<file path="src/rtl/spi_cmd_pkg.sv">
// rtl/spi_cmd_pkg.sv - opcodes, parser states and reply constants for spi_cmd_ctrl
package spi_cmd_pkg;

  localparam logic [7:0] OP_NOP        = 8'h00;
  localparam logic [7:0] OP_LED_ON     = 8'h01;
  localparam logic [7:0] OP_LED_OFF    = 8'h02;
  localparam logic [7:0] OP_LED_TOGGLE = 8'h03;
  localparam logic [7:0] OP_WRITE      = 8'h10;
  localparam logic [7:0] OP_READ       = 8'h20;

  localparam logic [7:0] ERR_REPLY = 8'hEE;

  typedef enum logic [1:0] {
    S_OP,
    S_WADDR,
    S_WDATA,
    S_RADDR
  } state_e;

endpackage

</file>
<file path="src/rtl/spi_cmd_regbank.sv">
// rtl/spi_cmd_regbank.sv - NUM_REGS x 8 register bank, one write port, combinational read and range check
module spi_cmd_regbank #(
  parameter int unsigned NUM_REGS = 4
) (
  input  logic                    clk,
  input  logic                    rst_n,
  input  logic                    we_i,
  input  logic [7:0]              addr_i,
  input  logic [7:0]              wdata_i,
  output logic [7:0]              rdata_o,
  output logic                    addr_ok_o,
  output logic [8*NUM_REGS-1:0]   regs_o
);

  logic [8*NUM_REGS-1:0] regs_q;

  assign addr_ok_o = (addr_i < 8'(NUM_REGS));
  assign regs_o    = regs_q;

  always_ff @(posedge clk or negedge rst_n) begin
    if (!rst_n) begin
      regs_q <= '0;
    end else if (we_i && addr_ok_o) begin
      for (int k = 0; k < int'(NUM_REGS); k++) begin
        if (addr_i == 8'(k)) regs_q[8*k +: 8] <= wdata_i;
      end
    end
  end

  // Out-of-range addresses read as zero; the caller substitutes its error reply.
  always_comb begin
    rdata_o = '0;
    for (int k = 0; k < int'(NUM_REGS); k++) begin
      if (addr_i == 8'(k)) rdata_o = regs_q[8*k +: 8];
    end
  end

endmodule

</file>
<file path="src/rtl/spi_cmd_ctrl.sv">
// rtl/spi_cmd_ctrl.sv - SPI command parser: LED control, register write/read, MISO reply byte
module spi_cmd_ctrl
  import spi_cmd_pkg::*;
#(
  parameter int unsigned NUM_REGS     = 4,
  parameter logic [7:0]  STATUS_MAGIC = 8'hA5
) (
  input  logic                  ext_clk,
  input  logic                  rst_n,
  input  logic                  ss_sync,
  input  logic [7:0]            recv_data,
  input  logic                  recv_ready,
  input  logic                  send_ready,
  output logic [7:0]            send_data,
  output logic                  led,
  output logic [8*NUM_REGS-1:0] regs_q,
  output logic [7:0]            err_count,
  output logic                  busy
);

  state_e     state_q, state_d;
  logic       led_q, led_d;
  logic [7:0] err_q, err_d;
  logic [7:0] addr_q, addr_d;
  logic [7:0] reply_q, reply_d;
  logic       reply_valid_q, reply_valid_d;
  logic       err_inc;

  logic       rb_we;
  logic [7:0] rb_addr;
  logic [7:0] rb_rdata;
  logic       rb_addr_ok;

  spi_cmd_regbank #(.NUM_REGS(NUM_REGS)) u_regbank (
    .clk       (ext_clk),
    .rst_n     (rst_n),
    .we_i      (rb_we),
    .addr_i    (rb_addr),
    .wdata_i   (recv_data),
    .rdata_o   (rb_rdata),
    .addr_ok_o (rb_addr_ok),
    .regs_o    (regs_q)
  );

  // Writes use the latched address; reads check the address byte as it arrives.
  assign rb_addr = (state_q == S_WDATA) ? addr_q : recv_data;

  always_comb begin
    state_d       = state_q;
    led_d         = led_q;
    addr_d        = addr_q;
    reply_d       = reply_q;
    reply_valid_d = reply_valid_q;
    err_inc       = 1'b0;
    rb_we         = 1'b0;

    if (reply_valid_q && send_ready) reply_valid_d = 1'b0;

    if (ss_sync) begin
      state_d = S_OP;
      if (state_q != S_OP) err_inc = 1'b1;
    end else if (recv_ready) begin
      case (state_q)
        S_OP: begin
          case (recv_data)
            OP_NOP:        ;
            OP_LED_ON:     led_d = 1'b1;
            OP_LED_OFF:    led_d = 1'b0;
            OP_LED_TOGGLE: led_d = ~led_q;
            OP_WRITE:      state_d = S_WADDR;
            OP_READ:       state_d = S_RADDR;
            default:       err_inc = 1'b1;
          endcase
        end
        S_WADDR: begin
          addr_d  = recv_data;
          state_d = S_WDATA;
        end
        S_WDATA: begin
          if (rb_addr_ok) rb_we = 1'b1;
          else            err_inc = 1'b1;
          state_d = S_OP;
        end
        S_RADDR: begin
          reply_d       = rb_addr_ok ? rb_rdata : ERR_REPLY;
          err_inc       = !rb_addr_ok;
          reply_valid_d = 1'b1;
          state_d       = S_OP;
        end
        default: state_d = S_OP;
      endcase
    end

    err_d = (err_inc && err_q != 8'hFF) ? err_q + 8'd1 : err_q;
  end

  always_ff @(posedge ext_clk or negedge rst_n) begin
    if (!rst_n) begin
      state_q       <= S_OP;
      led_q         <= 1'b1;
      err_q         <= '0;
      addr_q        <= '0;
      reply_q       <= '0;
      reply_valid_q <= 1'b0;
    end else begin
      state_q       <= state_d;
      led_q         <= led_d;
      err_q         <= err_d;
      addr_q        <= addr_d;
      reply_q       <= reply_d;
      reply_valid_q <= reply_valid_d;
    end
  end

  assign send_data = reply_valid_q ? reply_q : STATUS_MAGIC;
  assign led       = led_q;
  assign err_count = err_q;
  assign busy      = (state_q != S_OP);

endmodule

</file>
<file path="config.mk">
export PLATFORM = sky130hd
export DESIGN_NAME = spi_cmd_ctrl
export DESIGN_NICKNAME = d
export VERILOG_FILES = /design/src/rtl/spi_cmd_pkg.sv /design/src/rtl/spi_cmd_regbank.sv /design/src/rtl/spi_cmd_ctrl.sv
export SDC_FILE = /design/constraint.sdc
export NUM_CORES = 1
export LEC_CHECK = 0
export BUFFER_PORTS_ARGS = -buffer_cell sky130_fd_sc_hd__buf_4
export CAP_MARGIN = 40
export CORE_ASPECT_RATIO = 1.25
export CORE_UTILIZATION = 30
export CTS_CLUSTER_SIZE = 28
export DETAILED_ROUTE_END_ITERATION = 8
export GPL_TIMING_DRIVEN = 0
export SKIP_LAST_GASP = 1
export SYNTH_ARGS = -nofsm -noshare
export SYNTH_HDL_FRONTEND = slang
export SYNTH_SLANG_ARGS = --single-unit
</file>
<file path="constraint.sdc">
create_clock -name ext_clk -period 2.25 [get_ports ext_clk]
set_clock_uncertainty 0.1 [all_clocks]
set_input_delay 0.225 -clock ext_clk [delete_from_list [all_inputs] [get_ports ext_clk]]
set_output_delay 0.225 -clock ext_clk [all_outputs]
set_load 0.02 [all_outputs]
</file>
Word-level counts from Yosys, hierarchy flattened

Cells that the tools add are included.
Widths: inputs -> output; s select.

Register bits after elaboration: 60
Bits of input ports: 13
Output and inout bits: 50
Logic and storage cells: 73

Add/subtract/negate cells: 1
Magnitude comparators: 1
Eq/ne operators: 13
Multiplexer cells: 26
Bitwise operators: 2
Reduce and logical (&&, ||, !) cells: 20

Operators with widths:

| operator            | number |
|---|---|
| $mux 8              | 7 |
| $eq 8x2->1 const B  | 4 |
| $eq 8x1->1 const B  | 2 |
| $logic_not 8->1     | 2 |
| $mux 1              | 13 |
| $reduce_and 2->1    | 5 |
| $add 8x1->8 const B | 1 |
| $eq 8x5->1 const B  | 1 |
| $eq 8x6->1 const B  | 1 |
| $lt 8x3->1 const B  | 1 |
| $ne 8x8->1 const B  | 1 |
| $pmux 1 s3          | 2 |
| $pmux 2 s3          | 1 |
| $reduce_and 3->1    | 2 |
| $reduce_or 6->1     | 1 |
| $eq 2x2->1 const B  | 2 |
| $mux 2              | 2 |
| $ne 4x2->1 const B  | 1 |
| $pmux 2 s2          | 1 |
| $reduce_and 4->1    | 1 |
| $reduce_bool 2->1   | 2 |
| $logic_and 1x1->1   | 3 |
| $reduce_bool 3->1   | 1 |
| $eq 2x1->1 const B  | 1 |
| other kinds (4)     | 5 |

Logic depth before layout (Yosys ltp)

Gate-level depths: netlist of the first run.

Word-level depth: 9
Gate-level depth with buffers: 8
Depth with buffers taken out: 7

Hierarchy

From an unflattened synthesis of the first run, not the netlist that was laid out.

Cell total of the unflattened synthesis: 238
Area, all modules: 2992.9 sq um

Modules (own cells, without submodules):

| module          | instances | cells an instance | area each (sq um) | sequential area each (sq um) |
|---|---|---|---|---|
| spi_cmd_regbank | 1         | 96                | 1522.7            | 800.8 |
| spi_cmd_ctrl    | 1         | 142               | 1470.2            | 701.9 |

Worst setup path after synthesis of the first run

No wires, ideal clock.

Path type: reg2reg
Start: register addr_q[7]
End: register u_regbank.regs_q[2], in the netlist u_regbank.regs_o[2]
Setup time: 0.125 ns
Data arrival time: 1.860 ns
Data required time: 2.025 ns
Slack: 0.165 ns
Stages on the path, launching flop included: 5
Path buffers: 0
Period minus slack after synthesis: 2.085 ns
Path through: dfrtp_1 nor4_1 nand4_1 nor3_2 mux2_2

Word-level cells in the longest chain between the ends: 8
Elaborated cells between the ends (all ways): 9
Classes of those cells: order compare (1); mux (5); reduce/logical (3)

Ends and longest elaborated chain:

| what                                  | RTL line              | source |
|---|---|---|
| start: declaration                    | spi_cmd_ctrl.sv:24    | `logic [7:0] addr_q, addr_d;` |
| start signal: assignment              | spi_cmd_ctrl.sv:109   | `addr_q <= addr_d;` |
| $mux 8 (*)                            | spi_cmd_ctrl.sv:46    | `assign rb_addr = (state_q == S_WDATA) ? addr_q : recv_data;` |
| $lt 8x3->1                            | spi_cmd_regbank.sv:17 | `assign addr_ok_o = (addr_i < 8'(NUM_REGS));` |
| $mux 1                                | spi_cmd_ctrl.sv:80    | `if (rb_addr_ok) rb_we = 1'b1;` |
| $mux 1                                | spi_cmd_ctrl.sv:63    | `case (state_q)` |
| $mux 1                                | spi_cmd_ctrl.sv:62    | `end else if (recv_ready) begin` |
| $mux 1                                | spi_cmd_ctrl.sv:59    | `if (ss_sync) begin` |
| $logic_and 1x1->1                     | spi_cmd_regbank.sv:23 | `end else if (we_i && addr_ok_o) begin` |
| $reduce_and 2->1 (no source line) (*) | --                    |  |
| end signal: indexed assignment        | spi_cmd_regbank.sv:25 | `if (addr_i == 8'(k)) regs_q[8*k +: 8] <= wdata_i;` |
| end: declaration                      | spi_cmd_regbank.sv:15 | `logic [8*NUM_REGS-1:0] regs_q;` |

Every way passes the cells marked *; elsewhere a longest branch is shown, timed or not.
A chain may end at the register's enable or synchronous reset.

Worst setup path in the final report of the first run

Start: register addr_q[7]
End: register reply_q[4]

Word-level cells in the longest chain between the ends: 7
Elaborated cells between the ends (all ways): 11
Classes of those cells: order compare (1); eq/ne (3); mux (6); reduce/logical (1)

Ends and longest elaborated chain:

| what                   | RTL line              | source |
|---|---|---|
| $mux 8 (*)             | spi_cmd_ctrl.sv:46    |  |
| $logic_not 8->1        | spi_cmd_regbank.sv:34 | `if (addr_i == 8'(k)) rdata_o = regs_q[8*k +: 8];` |
| $mux 8 (4 in a row)    | spi_cmd_regbank.sv:34 |  |
| $mux 8 (*)             | spi_cmd_ctrl.sv:85    | `reply_d = rb_addr_ok ? rb_rdata : ERR_REPLY;` |
| end signal: assignment | spi_cmd_ctrl.sv:110   | `reply_q <= reply_d;` |
| end: declaration       | spi_cmd_ctrl.sv:25    | `logic [7:0] reply_q, reply_d;` |

Marked as above.

==> run metrics, run 1 <==
fmax=~470 MHz; Startpoint Class=flip-flop; area share of the largest cell type after synthesis=roughly half; Worst slew margin=~50%; pwr/cell area=~730 mW/mm^2; number of global-route vias before repair=~2400; Cell Count, Final, Fillers Out=about 470; I/O pins=63; Max Slew Vio Count=0; Synthesized Nets=282; core box area=between 0.009 and 0.01 mm^2; commonest non-fill, non-tap cell in the layout=buf_4; H-tree levels=3; # diodes=0; Leak Pwr=1.98 nW; Max Cap Viol=0; register area share after synthesis=a little over 50%; Synth area leaders=dfrtp_1 50%, mux2_2 13%, nand2_1 3.0%, nor2_1 2.7%, a21oi_1 2.2%; Seq cells post-synth=60; Post-Route WL=approximately 7700 um; Congestion Overflow GR=0; worst setup path class=reg2reg; critical path arrival=around 2.2 ns; initial antenna violation count=0; drt via density=between 4 and 5; status=finished, final reports clean; Unique masters post-synth=47; Worst-Skew Late Latency=0.32 ns; Antenna Nets Post-Route=0; Synth Flop Type=dfrtp_1; area grow syn2layout=33.7%; final hold vios=0; HPWL Detailed=approximately 5400 um; Worst Max-Slew Pin Slew=0.756 ns; cts bufs inserted=9; Mean Syn Cell Area=roughly 11 um^2; all-layer global routing usage=about 16%; drt initial violations=74; worst hold path class=in2reg; global-route wire length before repair=12600 um; Clock Path Buffers=2; Std-Cell Rows=40; Post-synth EDFFs=0; leading area contributor after synthesis=dfrtp_1; Syn Inst Count=between 200 and 300; via count=~2300; Final min period=2.13 ns; ys async rst share=100%; Die Wd=91.0 um; WP data required=2.34 ns; drt drc=0; Max rail drop VDD=roughly 270 uV; Power Total=2.89 mW; most frequent cells in the layout=63 x buf_4, 59 x dfrtp_1, 35 x mux2_2; largest net degree at the start of global routing=61; Critical Path Sink Type=flip-flop; Synth Cell Area=about 0.0030 mm^2; die area=0.0103 mm^2; part of the cycle the worst path needs=~95%; Final nets=approximately 360; wire per inst=around 16 um; Fillers=roughly 940; Worst Hold Slack=around 0.0067 ns; critical path fanouts, max=8; synth warn=0; gpl congestion=0.751; Reg clk slew, reported paths=around 0.05 ns; root buffer cell=clkbuf_16; CTS Sinks=60; Die Y=113 um; PortBufs=60; share of cells above drive strength 1=41.1%; Final setup viols=0; First-pass DRT Iterations=5; Initial Utilization=a little under a third; CTS tree=done; placed insts=around 460; unrepaired setup endpoints after global routing=no
## critical path, cell delays in order (launching register included)
cell	delay [ns]
dfrtp_1	0.38
nor4_2	0.44
nand2_1	0.12
o31a_2	0.46
a2bb2oi_1	0.17
o41ai_1	0.34
## per-stage QoR
stage / TNS, ns / setup slack [ns] / utilization (%) / instance area (um^2)
after floorplan: 0 / 0.165 / - / 2970
after global placement: -9.88 / -0.431 / 37.2 / 3580
after detailed placement: -8.87 / -0.404 / 37.3 / 3580
after CTS: 0 / 0.0276 / 41.1 / 3950
after global routing: 0 / 0.0202 / 41.3 / 3970
final: 0 / 0.118 / 41.3 / 3970
## final timing paths
check	startpoint	endpoint	slack (ns)	cells after the start
worst max-delay path	addr_q[7]$_DFFE_PN0P_	reply_q[4]$_DFFE_PN0P_	0.12	5
worst min register to register	reply_q[0]$_DFFE_PN0P_	reply_q[0]$_DFFE_PN0P_	0.39	2
max in group asynchronous	rst_n	u_regbank.regs_o[14]$_DFFE_PN0P_	1.13	2
worst min-delay path	ss_sync	state_q[0]$_DFFE_PN0P_	0.007	2
worst max register to register	addr_q[7]$_DFFE_PN0P_	reply_q[4]$_DFFE_PN0P_	0.12	5
min in group asynchronous	rst_n	err_count[3]$_DFFE_PN0P_	0.41	2
## where the power goes
| group | switching [mW] | internal, mW | leakage (nW) |
|---|---|---|---|
| registers | 0.0695 | 1.14 | 0.783 |
| clock network | 0.476 | 0.856 | 0.139 |
| logic | 0.198 | 0.156 | 1.05 |
## flip-flops by register name (all words and copies together), names as in the netlist
name	cells
reply_q	8
addr_q	8
err_count	8
state_q	2
reply_valid_q	1
u_regbank.regs_o	32
led	1
## cell usage after synthesis, types with 5 or more instances
cell type / instances
a21oi_1: 13
and2_1: 5
dfrtp_1: 59
inv_1: 13
mux2_2: 35
nand2_1: 24
nand2b_1: 7
nand3_1: 6
nor2_1: 21
o211a_1: 6
o21ai_0: 12
o221ai_1: 6
xor2_1: 5
## final cells by class
type	instances	area, um^2	share of cell area, %
Sequential cell	60	1500	37.9
Multi-Input combinational cell	184	1360	34.4
Timing Repair Buffer	65	505	12.7
Clock buffer	10	229	5.77
Tap cell	126	158	3.97
Buffer	10	97.6	2.46
Clock inverter	6	63.8	1.61
Inverter	13	48.8	1.23
## kinds of logic (layout without fill, tap and decap cells)
family	after synthesis	in the layout	share of synthesized area (%)
flip-flops	60	60	50.6
XOR/XNOR	7	7	2.06
AND/OR/NAND/NOR	87	87	15.8
AO/OA/AOI/OAI	52	52	12.2
multiplexers	37	37	13.9
buffers and inverters	24	104	4.97
adder cells (fa/ha/maj)	1	1	0.421
## repair_timing
item / in CTS / in global routing
hold buffers: 2 / 0
endpoints found under the hold margin: 60 / 0
pin swaps: 2 / 0
setup buffers: 2 / 0
gates resized for setup: 6 / 7
setup endpoints to repair: 35 / 24
## layer usage
metal | up-vias | share of wire (%) | GRT usage (%)
met5 | - | 0 | 0
li1 | 1096 | - | -
met3 | 9 | 5.0 | 3.09
met2 | 63 | 50 | 27.0
met1 | 1151 | 43 | 19.6
met4 | 0 | 1.5 | 6.67
No activity file was read; power rests on OpenSTA's default activity.
==> inputs of run 2 (changes only) <==
clock period = 2.6 ns   (was 2.25 ns; I/O delays follow)
==> run 2 against run 1 <==
Non-clock buffer count down 2. Global-route usage shrank 0.12 points. Via count decreased by 0.95%. Cell count shrank 0.42%. Count of clock-buffer cells in the layout unchanged. Sequential share of layout area up 0.64 points. Critical endpoint is now u_regbank.regs_o[15]$_DFFE_PN0P_. Routed wire length fell by 0.59%. Hold slack better by 0.019 ns. Flip-flop and latch count unchanged.
==> run metrics, run 2 (same netlist as run 1, synthesis figures left out) <==
status=finished, final reports clean; critical path fanouts, max=10; CTS Sinks=60; die area=about 0.010 mm^2; CTS tree=done; H-tree levels=3; HPWL Detailed=between 5000 and 6000 um; internal power=between 1.5 and 2 mW; Seq pwr share=between 40% and 50%; worst hold path class=in2reg; part of the cycle the worst path needs=about 92%; # diodes=0; Worst Max-Slew Pin Slew=~0.76 ns; Max Slew Vio Count=0; all-layer global routing usage=between 10% and 20%; drt via density=about 5; initial antenna violation count=0; Switch Pwr=approximately 0.64 mW; Clock Path Buffers=2; Fillers=around 940; First-pass DRT Iterations=4; unrepaired setup endpoints after global routing=no; pwr/cell area=roughly 640 mW/mm^2; fmax=between 400 and 500 MHz; cts bufs inserted=9; area grow syn2layout=31.4%; most frequent cells in the layout=62 x buf_4, 59 x dfrtp_1, 35 x mux2_2; postcts setup bufs=0; clock share of power=a little under half; max reg flops=32; drt drc=0; wire length on met2=3840 um; drt initial violations=119; commonest non-fill, non-tap cell in the layout=buf_4; largest net degree at the start of global routing=between 60 and 70; Final setup viols=0; highest routed layer=met4; Reg clk slew, reported paths=around 0.050 ns; Worst slew margin=49.4%; Die Y=113 um; setup slack at placement=-0.0543 ns; root buffer cell=clkbuf_16; critical path arrival=~2.5 ns; WL met3=approximately 310 um; post-route setup slack=between 0.2 and 0.25 ns; final hold vios=0; share of cells above drive strength 1=roughly two fifths; Worst-Skew Late Latency=around 0.32 ns; Startpoint Class=flip-flop; Max Cap Viol=0; Final min period=between 2 and 2.5 ns; Initial Utilization=a little under a third; I/O pins=63; wire per inst=approximately 16 um; via count=~2300; Antenna Nets Post-Route=0; Metal-1 WL=3370 um; Max rail drop VDD=roughly 240 uV; Worst Hold Slack=approximately 0.026 ns; WP data required=about 2.7 ns; Congestion Overflow GR=0; worst setup path class=reg2reg; Net Sw Frac=25.7%; global-route wire length before repair=around 12000 um; Std-Cell Rows=40; Power Total=about 2.5 mW; core box area=approximately 0.0096 mm^2; gpl congestion=around 0.75; Leak Pwr=between 1.5 and 2 nW; PortBufs=60; Post-Route WL=around 7600 um; Critical Path Sink Type=flip-flop; number of global-route vias before repair=2349; Final nets=355; Gate power share=between 10% and 20%; Die Wd=a little over 90 um
## run 2: changes by cell type in the layout (fill, tap and decap cells not counted), moves of 2 or more
cell / before / now
nand2_2: 2 / 0
nor2_4: 2 / 0
clkbuf_2: 2 / 0
nor2_2: 0 / 2
nand2_1: 22 / 24
clkbuf_1: 1 / 4
## run 2: final timing paths
check                                        from                               end  slack (ns)  depth (start not counted)
hold / removal                         send_ready           reply_valid_q$_DFF_PN0_        0.03                          2
min in group asynchronous                   rst_n          err_count[3]$_DFFE_PN0P_        0.45                          2
setup / recovery            addr_q[7]$_DFFE_PN0P_  u_regbank.regs_o[15]$_DFFE_PN0P_        0.22                          5
hold reg to reg            reply_q[0]$_DFFE_PN0P_            reply_q[0]$_DFFE_PN0P_        0.39                          2
setup reg to reg            addr_q[7]$_DFFE_PN0P_  u_regbank.regs_o[15]$_DFFE_PN0P_        0.22                          5
max in group asynchronous                   rst_n  u_regbank.regs_o[22]$_DFFE_PN0P_        1.45                          2
## run 2: area by class of cell
type	instances	area, um^2	area share [%]
multi-input cells	184	1330	34.2
plain buffers	11	98.8	2.53
inverters	13	48.8	1.25
clock inverters	6	63.8	1.64
well taps	126	158	4.04
clock buffers	10	229	5.87
repair buffers	62	468	12.0
flip-flops and latches	60	1500	38.5
## run 2: metal layers
metal  up-vias  GRT usage [%]
li1       1093              -
met1      1142           19.7
met2        52           26.5
met3        10           3.16
met4         0           6.67
met5         -              0
## run 2: critical path: stages (launching register included)
cell,delay [ns]
dfrtp_1,0.38
nor4_2,0.44
nand4_1,0.34
nor2_2,0.38
clkbuf_1,0.44
o21ai_0,0.16
## run 2: power by group through the flow
| stage | clock network, mW | registers [mW] | logic [mW] |
|---|---|---|---|
| finish | 1.16 | 1.04 | 0.302 |
| global route | 1.21 | 1.06 | 0.332 |
| CTS | 1.17 | 1.05 | 0.308 |
| detailed placement | 0 | 1.06 | 0.306 |
| global placement | 0 | 1.06 | 0.299 |
| floorplan | 0 | 1.11 | 0.112 |
## run 2: timing repair
item	4_1_cts	5_1_grt
setup endpoints to repair	16	16
gates resized for setup	0	3
pin swaps	0	0
hold buffers	1	0
hold endpoints to repair	59	0
## run 2: metrics by stage
stage | instances | util, % | setup TNS (ns) | area (um^2)
floorplan | 268 | - | 0 | 2970
global placement | 454 | 37.2 | -0.919 | 3580
detailed placement | 455 | 37.3 | -0.479 | 3580
global route | 472 | 40.6 | 0 | 3900
finish | 472 | 40.6 | 0 | 3900
CTS | 472 | 40.5 | -0.653 | 3890
==> inputs of run 3 (changes only) <==
HOLD_SLACK_MARGIN = 0.15   (was not set)
==> run 3 against run 2 <==
Sequential share of layout area is 0.87 points lower. Core utilization up 0.94 points. Register-to-register slack improved by 0.06 ns.
==> run metrics, run 3 (same netlist as run 1, synthesis figures left out) <==
Buf/Inv on CP=1; gpl congestion=between 0.7 and 0.8; Critical Path Slowest Stage Cell=nor4_2; post-placement cell area=~0.0036 mm^2; I/O pins=between 60 and 70; Fillers=roughly 940; initial antenna violation count=0; CTS tree=done; Initial Utilization=between 30 and 40%; postcts setup bufs=0; Final nets=~360; Die Wd=approximately 90 um; Reg clk slew, reported paths=0.05 ns; critical path arrival=roughly 2.4 ns; global-route wire length before repair=12800 um; Worst Hold Slack=roughly 0.17 ns; pwr/cell area=roughly 630 mW/mm^2; internal power=around 1.9 mW; Worst-Skew Late Latency=about 0.32 ns; Switch Pwr=0.648 mW; number of global-route vias before repair=around 2400; placed insts=approximately 460; status=finished, final reports clean; Max Cap Viol=0; most frequent cells in the layout=62 x buf_4, 59 x dfrtp_1, 35 x mux2_2; cts bufs inserted=9; Worst slew margin=49.5%; CTS Sinks=60; Multi-input gate area=0.00133 mm^2; root buffer cell=clkbuf_16; Register Area=approximately 0.0015 mm^2; Worst Max-Slew Pin Slew=about 0.76 ns; worst hold path class=in2reg; wire per inst=approximately 16 um; final instance area=around 0.0040 mm^2; via count=2358; grt met2 use=about 28%; Congestion Overflow GR=0; Startpoint Class=flip-flop; critical path fanouts, max=10; worst setup path class=reg2reg; core box area=0.00961 mm^2; drt via density=4.90; Net Sw Frac=roughly 26%; drt drc=0; Worst path top cell family by delay=simple AND/OR/NAND/NOR gates; post-route setup slack=about 0.27 ns; Critical Path Sink Type=flip-flop; Std-Cell Rows=40; Final min period=between 2 and 2.5 ns; # diodes=0; Final setup viols=0; max reg flops=32; largest net degree at the start of global routing=slightly above 60; unrepaired setup endpoints after global routing=no; area grow syn2layout=34.5%; die area=0.0103 mm^2; all-layer global routing usage=between 10% and 20%; Util after Layout=between 40% and 50%; HPWL Detailed=~5400 um; PortBufs=60; Clock Path Buffers=2; Gate power share=12.5%; M1 GR Usage=between 20% and 30%; Max rail drop VDD=between 200 and 250 uV; H-tree levels=3; First-pass DRT Iterations=4; commonest non-fill, non-tap cell in the layout=buf_4; fmax=about 430 MHz; WP data required=approximately 2.7 ns; clock share of power=~46%; Cell Count, Final, Fillers Out=slightly below 500; setup slack at placement=-0.0543 ns; met3 Resource Use GR=under 10%; Antenna Nets Post-Route=0; part of the cycle the worst path needs=approximately 89%; Post-Route WL=just under 8000 um; drt initial violations=87; final hold vios=0; Die Y=113 um; Max Slew Vio Count=0; Leak Pwr=a little under 2 nW; Seq pwr share=about two fifths; busiest grt layer=met2; CP cell instances=nor4_2 -> nand4_1 -> nor2_2 -> clkbuf_1 -> o21ai_0; share of cells above drive strength 1=37.7%; slowest stage delay, CP=0.43 ns
## run 3: cell type report
class                           count  area share (%)
Multi-Input combinational cell    184            33.4
Tap cell                          126            3.95
Buffer                             11            2.48
Timing Repair Buffer               71            14.0
Clock inverter                      6            1.60
Clock buffer                       10            5.73
Sequential cell                    60            37.6
Inverter                           13            1.22
## run 3: per-layer routing
layer | wire length [um] | vias up
met3 | 380 | 9
met2 | 3930 | 62
met5 | 0 | -
li1 | - | 1112
met1 | 3380 | 1175
met4 | 129 | 0
## run 3: path summary, 6_finish.rpt
kind | from | to | slack, ns | cells past startpoint
min in group asynchronous | rst_n | err_count[3]$_DFFE_PN0P_ | 0.45 | 2
min | recv_ready | state_q[1]$_DFFE_PN0P_ | 0.17 | 3
max | addr_q[7]$_DFFE_PN0P_ | u_regbank.regs_o[15]$_DFFE_PN0P_ | 0.27 | 5
min reg2reg | reply_q[0]$_DFFE_PN0P_ | reply_q[0]$_DFFE_PN0P_ | 0.39 | 2
max in group asynchronous | rst_n | u_regbank.regs_o[22]$_DFFE_PN0P_ | 1.45 | 2
max reg2reg | addr_q[7]$_DFFE_PN0P_ | u_regbank.regs_o[15]$_DFFE_PN0P_ | 0.27 | 5
## run 3: power by group through the flow
stage,logic (mW),clock network [mW],registers (mW)
after floorplan,0.112,0,1.11
after global placement,0.299,0,1.06
after detailed placement,0.306,0,1.06
after CTS,0.319,1.17,1.05
after global routing,0.344,1.21,1.06
final,0.313,1.16,1.04
## run 3: repair_timing
| action | in CTS | in global routing |
|---|---|---|
| endpoints found under the setup margin | 16 | 16 |
| endpoints found under the hold margin | 84 | 0 |
| hold buffers | 10 | 0 |
| gates resized for setup | 0 | 3 |
## run 3: metrics by stage
step / power [mW] / setup TNS [ns]
5_1_grt: 2.62 / 0
4_1_cts: 2.54 / -0.653
6_report: 2.51 / 0
2_1_floorplan: 1.22 / 0
3_3_place_gp: 1.36 / -0.919
3_5_place_dp: 1.37 / -0.479
## run 3: tightest hold or removal path, delay by kind of cell
family / cells / cell delay, ns
multiplexers: 1 / 0.14
AND/OR/NAND/NOR: 1 / 0.03
buffers and inverters: 1 / 0.11
